<file path="src/rtl/mult_pack_scheduler.sv">
// Request scheduler for a shared 9x9 multiplier that can split into two 4x4 lanes.
// Full requests issue alone; half requests are held and paired with a later
// same-signedness half request, or issued alone on conflict or timeout.
// Results (with requester tags) are queued in a small FIFO.
// Ports:
//   clk, reset                    clock, asynchronous active-high reset
//   in_valid/in_ready             request handshake
//   in_mode, in_sign              0 = full 9x9, 1 = half 4x4; signed operands
//   in_a, in_b, in_tag            operands and requester tag
//   mul_A, mul_B, mul_*_sign,
//   mul_HALF_0, mul_HALF_1        combinational multiplier controls (0 when idle)
//   mul_C                         combinational multiplier product
//   out_valid/out_ready           result FIFO handshake
//   out_result, out_tag           FIFO head
module mult_pack_scheduler #(
    parameter int unsigned HOLD_TIMEOUT = 8,
    parameter int unsigned FIFO_DEPTH   = 4
) (
    input  logic        clk,
    input  logic        reset,
    input  logic        in_valid,
    output logic        in_ready,
    input  logic        in_mode,
    input  logic        in_sign,
    input  logic [8:0]  in_a,
    input  logic [8:0]  in_b,
    input  logic [3:0]  in_tag,
    output logic [8:0]  mul_A,
    output logic [8:0]  mul_B,
    output logic        mul_A_sign,
    output logic        mul_B_sign,
    output logic        mul_HALF_0,
    output logic        mul_HALF_1,
    input  logic [17:0] mul_C,
    output logic        out_valid,
    input  logic        out_ready,
    output logic [17:0] out_result,
    output logic [3:0]  out_tag
);

    localparam int unsigned AW = (FIFO_DEPTH > 1) ? $clog2(FIFO_DEPTH) : 1;
    localparam int unsigned CW = AW + 1;
    localparam int unsigned TW = (HOLD_TIMEOUT > 1) ? $clog2(HOLD_TIMEOUT) : 1;

    typedef enum logic [0:0] {IDLE, HOLD} state_t;

    typedef struct packed {
        logic [17:0] result;
        logic [3:0]  tag;
    } entry_t;

    state_t         state, state_nxt;
    logic [3:0]     h_a, h_b, h_tag;
    logic           h_sign;
    logic [TW-1:0]  cnt;

    entry_t         mem [0:FIFO_DEPTH-1];
    logic [AW-1:0]  wptr, rptr;
    logic [CW-1:0]  count, free;

    logic           do_full, do_pair, do_alone, do_capture;
    logic           timed_out, pair_match, pop;
    logic [1:0]     push_n;
    entry_t         wr0, wr1;

    // Lane product to 18 bits, sign- or zero-extended
    function automatic logic [17:0] ext8(input logic [7:0] p, input logic s);
        return s ? {{10{p[7]}}, p} : {10'b0, p};
    endfunction

    assign free      = CW'(FIFO_DEPTH) - count;
    // cnt holds HOLD cycles already waited; the current cycle completes the timeout
    assign timed_out = (32'(cnt) + 32'd1) >= HOLD_TIMEOUT;
    assign pair_match = in_mode && (in_sign == h_sign);
    assign pop       = (count != '0) && out_ready;

    // Next-state, handshake, multiplier drive and FIFO write data
    always_comb begin
        state_nxt  = state;
        in_ready   = 1'b0;
        do_full    = 1'b0;
        do_pair    = 1'b0;
        do_alone   = 1'b0;
        do_capture = 1'b0;
        mul_A      = '0;
        mul_B      = '0;
        mul_A_sign = 1'b0;
        mul_B_sign = 1'b0;
        mul_HALF_0 = 1'b0;
        mul_HALF_1 = 1'b0;
        push_n     = 2'd0;
        wr0        = '0;
        wr1        = '0;

        if (!reset) begin
            case (state)
                IDLE: begin
                    if (in_valid) begin
                        if (!in_mode) begin
                            if (free >= CW'(1)) begin
                                in_ready = 1'b1;
                                do_full  = 1'b1;
                            end
                        end else begin
                            in_ready   = 1'b1;
                            do_capture = 1'b1;
                            state_nxt  = HOLD;
                        end
                    end
                end
                HOLD: begin
                    if (in_valid && pair_match) begin
                        if (free >= CW'(2)) begin
                            in_ready  = 1'b1;
                            do_pair   = 1'b1;
                            state_nxt = IDLE;
                        end else if (timed_out && free >= CW'(1)) begin
                            do_alone  = 1'b1;
                            state_nxt = IDLE;
                        end
                    end else if ((in_valid || timed_out) && free >= CW'(1)) begin
                        // Conflicting request or timeout: flush the held op alone
                        do_alone  = 1'b1;
                        state_nxt = IDLE;
                    end
                end
                default: state_nxt = IDLE;
            endcase
        end

        if (do_full) begin
            mul_A      = in_a;
            mul_B      = in_b;
            mul_A_sign = in_sign;
            mul_B_sign = in_sign;
            mul_HALF_0 = 1'b1;
            push_n     = 2'd1;
            wr0        = '{result: mul_C, tag: in_tag};
        end
        if (do_pair) begin
            mul_A      = {in_a[3:0], 1'b0, h_a};
            mul_B      = {in_b[3:0], 1'b0, h_b};
            mul_A_sign = h_sign;
            mul_B_sign = h_sign;
            mul_HALF_1 = 1'b1;
            push_n     = 2'd2;
            wr0        = '{result: ext8(mul_C[7:0], h_sign), tag: h_tag};
            wr1        = '{result: ext8(mul_C[17:10], h_sign), tag: in_tag};
        end
        if (do_alone) begin
            mul_A      = {5'b0, h_a};
            mul_B      = {5'b0, h_b};
            mul_A_sign = h_sign;
            mul_B_sign = h_sign;
            mul_HALF_1 = 1'b1;
            push_n     = 2'd1;
            wr0        = '{result: ext8(mul_C[7:0], h_sign), tag: h_tag};
        end
    end

    // FSM state, held operand and hold counter
    always_ff @(posedge clk or posedge reset) begin
        if (reset) begin
            state  <= IDLE;
            h_a    <= '0;
            h_b    <= '0;
            h_tag  <= '0;
            h_sign <= 1'b0;
            cnt    <= '0;
        end else begin
            state <= state_nxt;
            if (do_capture) begin
                h_a    <= in_a[3:0];
                h_b    <= in_b[3:0];
                h_tag  <= in_tag;
                h_sign <= in_sign;
                cnt    <= '0;
            end else if (state == HOLD && state_nxt == HOLD && !timed_out) begin
                cnt <= cnt + TW'(1);
            end
        end
    end

    // FIFO pointers and occupancy; push and pop may coincide
    always_ff @(posedge clk or posedge reset) begin
        if (reset) begin
            wptr  <= '0;
            rptr  <= '0;
            count <= '0;
        end else begin
            wptr  <= wptr + AW'(push_n);
            rptr  <= rptr + AW'(pop);
            count <= count + CW'(push_n) - CW'(pop);
        end
    end

    // FIFO storage (no reset needed; occupancy gates visibility)
    always_ff @(posedge clk) begin
        if (push_n != 2'd0) mem[wptr] <= wr0;
        if (push_n == 2'd2) mem[wptr + AW'(1)] <= wr1;
    end

    assign out_valid  = (count != '0);
    assign out_result = mem[rptr].result;
    assign out_tag    = mem[rptr].tag;

endmodule

</file>
<file path="config.mk">
export PLATFORM = sky130hd
export DESIGN_NAME = mult_pack_scheduler
export DESIGN_NICKNAME = d
export VERILOG_FILES = /design/src/rtl/mult_pack_scheduler.sv
export SDC_FILE = /design/constraint.sdc
export NUM_CORES = 1
export LEC_CHECK = 0
export CORE_UTILIZATION = 54
export CTS_CLUSTER_SIZE = 12
export DETAILED_ROUTE_END_ITERATION = 10
export GPL_TIMING_DRIVEN = 0
export PLACE_DENSITY = 0.8
export SETUP_SLACK_MARGIN = 0.3
export SYNTH_ARGS = -nofsm -noshare
export SYNTH_HDL_FRONTEND = slang
export SYNTH_SLANG_ARGS = --single-unit
</file>
<file path="constraint.sdc">
create_clock -name clk -period 4.73 [get_ports clk]
set_input_delay 0.7095 -clock clk [delete_from_list [all_inputs] [get_ports clk]]
set_output_delay 0.7095 -clock clk [all_outputs]
set_load 0.01 [all_outputs]
</file>
==> flow_summary_export.csv <==
group,metric,value,unit
logic_synthesis,synth_nets,531,
hold_path,min_from,"cnt[2]$_DFFE_PP0P_",
floorplanning,die_x,105.1,µm
clock_tree,cts_setup_buffers,0,
critical_path,reg2reg_slack,1.25,ns
timing,drv_slew,0,
finish,fillers,740,
clock_tree,cts.htree.levels,3,
floorplanning,core,10320,µm²
clock_tree,root_buffer,"clkbuf_8",
finish,final_area,7158,µm²
clock_tree,cts_buffer_depth,2,
critical_path,crit_type,"flop to output port",
finish,area_growth_syn_to_layout,24.64,%
placement,io_buffers,91,
finish,regArea,3243,µm²
logic_synthesis,synth_warnings,0,
floorplanning,fp-row-count,37,
timing,worst_pin_slew,0.9438,ns
finish,diodes,0,
logic_synthesis,netlist_instances,474,
hold_path,hp-class,"flop to flop",
clock_tree,cts_buffers,9,
pwr,vdd_drop_max,0.2201,mV
pwr,powerDensity,484.9,nW/µm²
detailed_routing,dr.pass1.iters,5,
pwr,p_leak,0.002606,µW
clock_tree,cts_tree,"done",
clock_tree,clk-insertion-delay-late,0.38,ns
timing,clock_skew,0.01384,ns
logic_synthesis,synth_edf_count,88,
clock_tree,clkTransAtPathRegs,0.11,ns
global_route,antenna_found_initial,0,
floorplanning,io_pins,92,
critical_path,end_kind,"output port",
finish,final-instance-count-excl-fill,724,
logic_synthesis,netlist.area_leader.share,46.01,%
detailed_routing,drtIter0Drc,367,
detailed_routing,routed_wl,14390,µm
detailed_routing,antenna_left,0,
global_route,grt_max_degree,26,
placement,pre_cts_slack,-0.03368,ns
logic_synthesis,synth-async-reset-ratio,21.43,%
timing,max_clock_freq,0.2371,GHz
placement,hpwlAfterDp,10070,µm
global_route,grtUsageTotal,27.21,%
floorplanning,dieHeight,105.1,µm
hold_path,hold_end,"cnt[2]$_DFFE_PP0P_",
critical_path,slowest_delay,0.47,ns
timing,final-hold-violation-count,0,
logic_synthesis,ys_ff_latch,112,
timing,rsz0062_at_grt,"false",
logic_synthesis,yosys.area.top_type,"edfxtp_1",
logic_synthesis,synthTopCellsByArea,"edfxtp_1 (46%), dfrtp_1 (10%), mux4_2 (8.6%)",
logic_synthesis,synthFlopType,"edfxtp_1",
global_route,grt_pass1_wl,22760,µm
logic_synthesis,syn_area_per_cell,12.12,µm²
timing,fin_crit_sh,89.16,%
timing,setup_viol,0,
global_route,grt_pass1_vias,4593,
placement,place_congestion,0.8240,
floorplanning,initial_utilization,55.63,%
critical_path,reg2regPathDepth,11,
critical_path,worst_path_max_delay_cell,"clkdlybuf4s50_1",
finish,layout_commonest_cell,"clkdlybuf4s50_1",
critical_path,critPathMaxFanout,10,
clock_tree,cts_num_sinks,112,
run_status,status,"finished, final reports clean",
timing,relSlewSlack,37.07,%
timing,finalCriticalPeriod,4.217,ns
critical_path,crit_path_cell_trace,"inv_1 > ha_1 > ha_1 > or3b_1 > and4_1 > buf_6 > inv_4 > o21ai_1 > buf_2 > a22o_1 > buf_4 > clkdlybuf4s50_1",
detailed_routing,vias,4451,
logic_synthesis,netlist_area,5743,µm²
timing,fin_tns_setup,0,ns
finish,drive_above_1_share,16.16,%
detailed_routing,avgViaCountPerCell,6.148,
global_route,overflow,0,
critical_path,critPathLaunchType,"flop",
logic_synthesis,ys_seq_area_share,56.47,%
floorplanning,dieArea,11050,µm²
placement,placed_area,6939,µm²
placement,place_inst,707,
detailed_routing,wire_per_inst,19.88,µm
critical_path,rr_startpoint,"count[0]$_DFF_PP0_",
logic_synthesis,ys_types,51,
hold_path,whs_path_depth,1,
timing,fin_ws,0.5129,ns
job,maxCapViolCount,0,
critical_path,cp_common_cell,"ha_1",
critical_path,r2r-end,"mem[3][8]$_DFFE_PP_",
finish,nNetsFinal,640,
critical_path,crit_required,4.02,ns
finish,multiInputGateArea,2312,µm²
finish,layout_common_cells,"clkdlybuf4s50_1 (91), edfxtp_1 (88), a21oi_1 (79)",
detailed_routing,drc,0,
critical_path,critical_path_arrival,3.51,ns
## worst max path at each step
stage / start / end / slack [ns] / depth (start not counted)
6_report: count[0]$_DFF_PP0_ / mul_B_sign / 0.51 / 12
5_1_grt: count[0]$_DFF_PP0_ / mul_B_sign / 0.36 / 12
4_1_cts: reset / mul_B_sign / 0.34 / 8
3_5_place_dp: reset / mul_B_sign / -0.03 / 8
3_3_place_gp: reset / mem[0][15]$_DFFE_PP_ / -1.50 / 6
2_1_floorplan: reset / mem[0][0]$_DFFE_PP_ / 0.69 / 5
## layer usage
layer | up-vias | GRT usage, % | share of wire [%]
li1 | 1999 | - | -
met1 | 2148 | 32.46 | 36
met2 | 274 | 47.59 | 52
met3 | 30 | 5.677 | 9.6
met4 | 0 | 11.87 | 2.5
met5 | - | 0 | 0
## kinds of logic (layout without fill, tap and decap cells)
| kind of cell | count (synthesis) | after routing | share of synthesized area (%) |
|---|---|---|---|
| AOI/OAI and AO/OA | 147 | 147 | 15.01 |
| xor gates and xnor gates | 6 | 6 | 1.046 |
| adders and majority gates | 11 | 11 | 2.527 |
| buffers and inverters | 46 | 160 | 3.747 |
| DFF | 112 | 112 | 56.47 |
| muxes | 36 | 36 | 11.35 |
| and+or+nand+nor | 116 | 116 | 9.847 |
## sequential cells by signal, summed over array words and instances (netlist names)
| signal | count |
|---|---|
| h_tag | 4 |
| cnt | 3 |
| h_sign | 1 |
| rptr | 2 |
| wptr | 2 |
| mem | 88 |
| count | 3 |
| h_b | 4 |
| h_a | 4 |
| state | 1 |
## critical path: cells and delay by family, from the launching register on
kind | cells | cell delay [ns]
AO/OA/AOI/OAI | 2 | 0.40
adder cells (fa/ha/maj) | 2 | 0.49
buffers and inverters | 6 | 1.19
flip-flops | 1 | 0.42
AND/OR/NAND/NOR | 2 | 0.62
## final cells by class
class	count	share of cell area, %
timing repair buffer	97	13.95
buffer	34	2.360
multi-input combinational	316	32.30
sequential	112	45.31
tap	136	2.377
inverter	12	0.7167
clock inverter	7	1.189
timing repair inverter	1	0.06992
clock buffer	9	1.730
## per-stage QoR
stage               utilization, %  hold WS [ns]  total power, µW
finish                       69.34        0.5045             3471
global route                 69.34        0.5198             3641
CTS                          69.28        0.4876             3479
detailed placement           67.22        0.4739             2888
global placement             66.10        0.4660             2786
floorplan                        -        0.4458             2271
## timing repair
item / 4_1_cts / 5_1_grt
endpoints found under the hold margin: 0 / 0
setup endpoints to repair: 21 / 20
gates resized for setup: 1 / 2
gates cloned: 0 / 1
hold buffers: 0 / 0
## power by group
part           leakage [µW]  switching (µW)  internal [µW]  total [µW]
registers           0.00110             101           1290        1400
clock network      0.000106             349            256         605
logic               0.00140             717            753        1470
total               0.00261            1170           2300        3470
## cells in the mapped netlist, drive strengths merged, types with 3 or more instances
library cell	count
nand2	76
nand2b	5
a21oi	81
dfrtp	24
ha	10
nor2	5
nor3	6
mux4	22
clkbuf	15
buf	19
nor3b	3
mux2	13
xnor2	5
nand3	4
edfxtp	88
inv	12
o21ai	36
a22o	19
No activity file was read; power rests on OpenSTA's default activity.
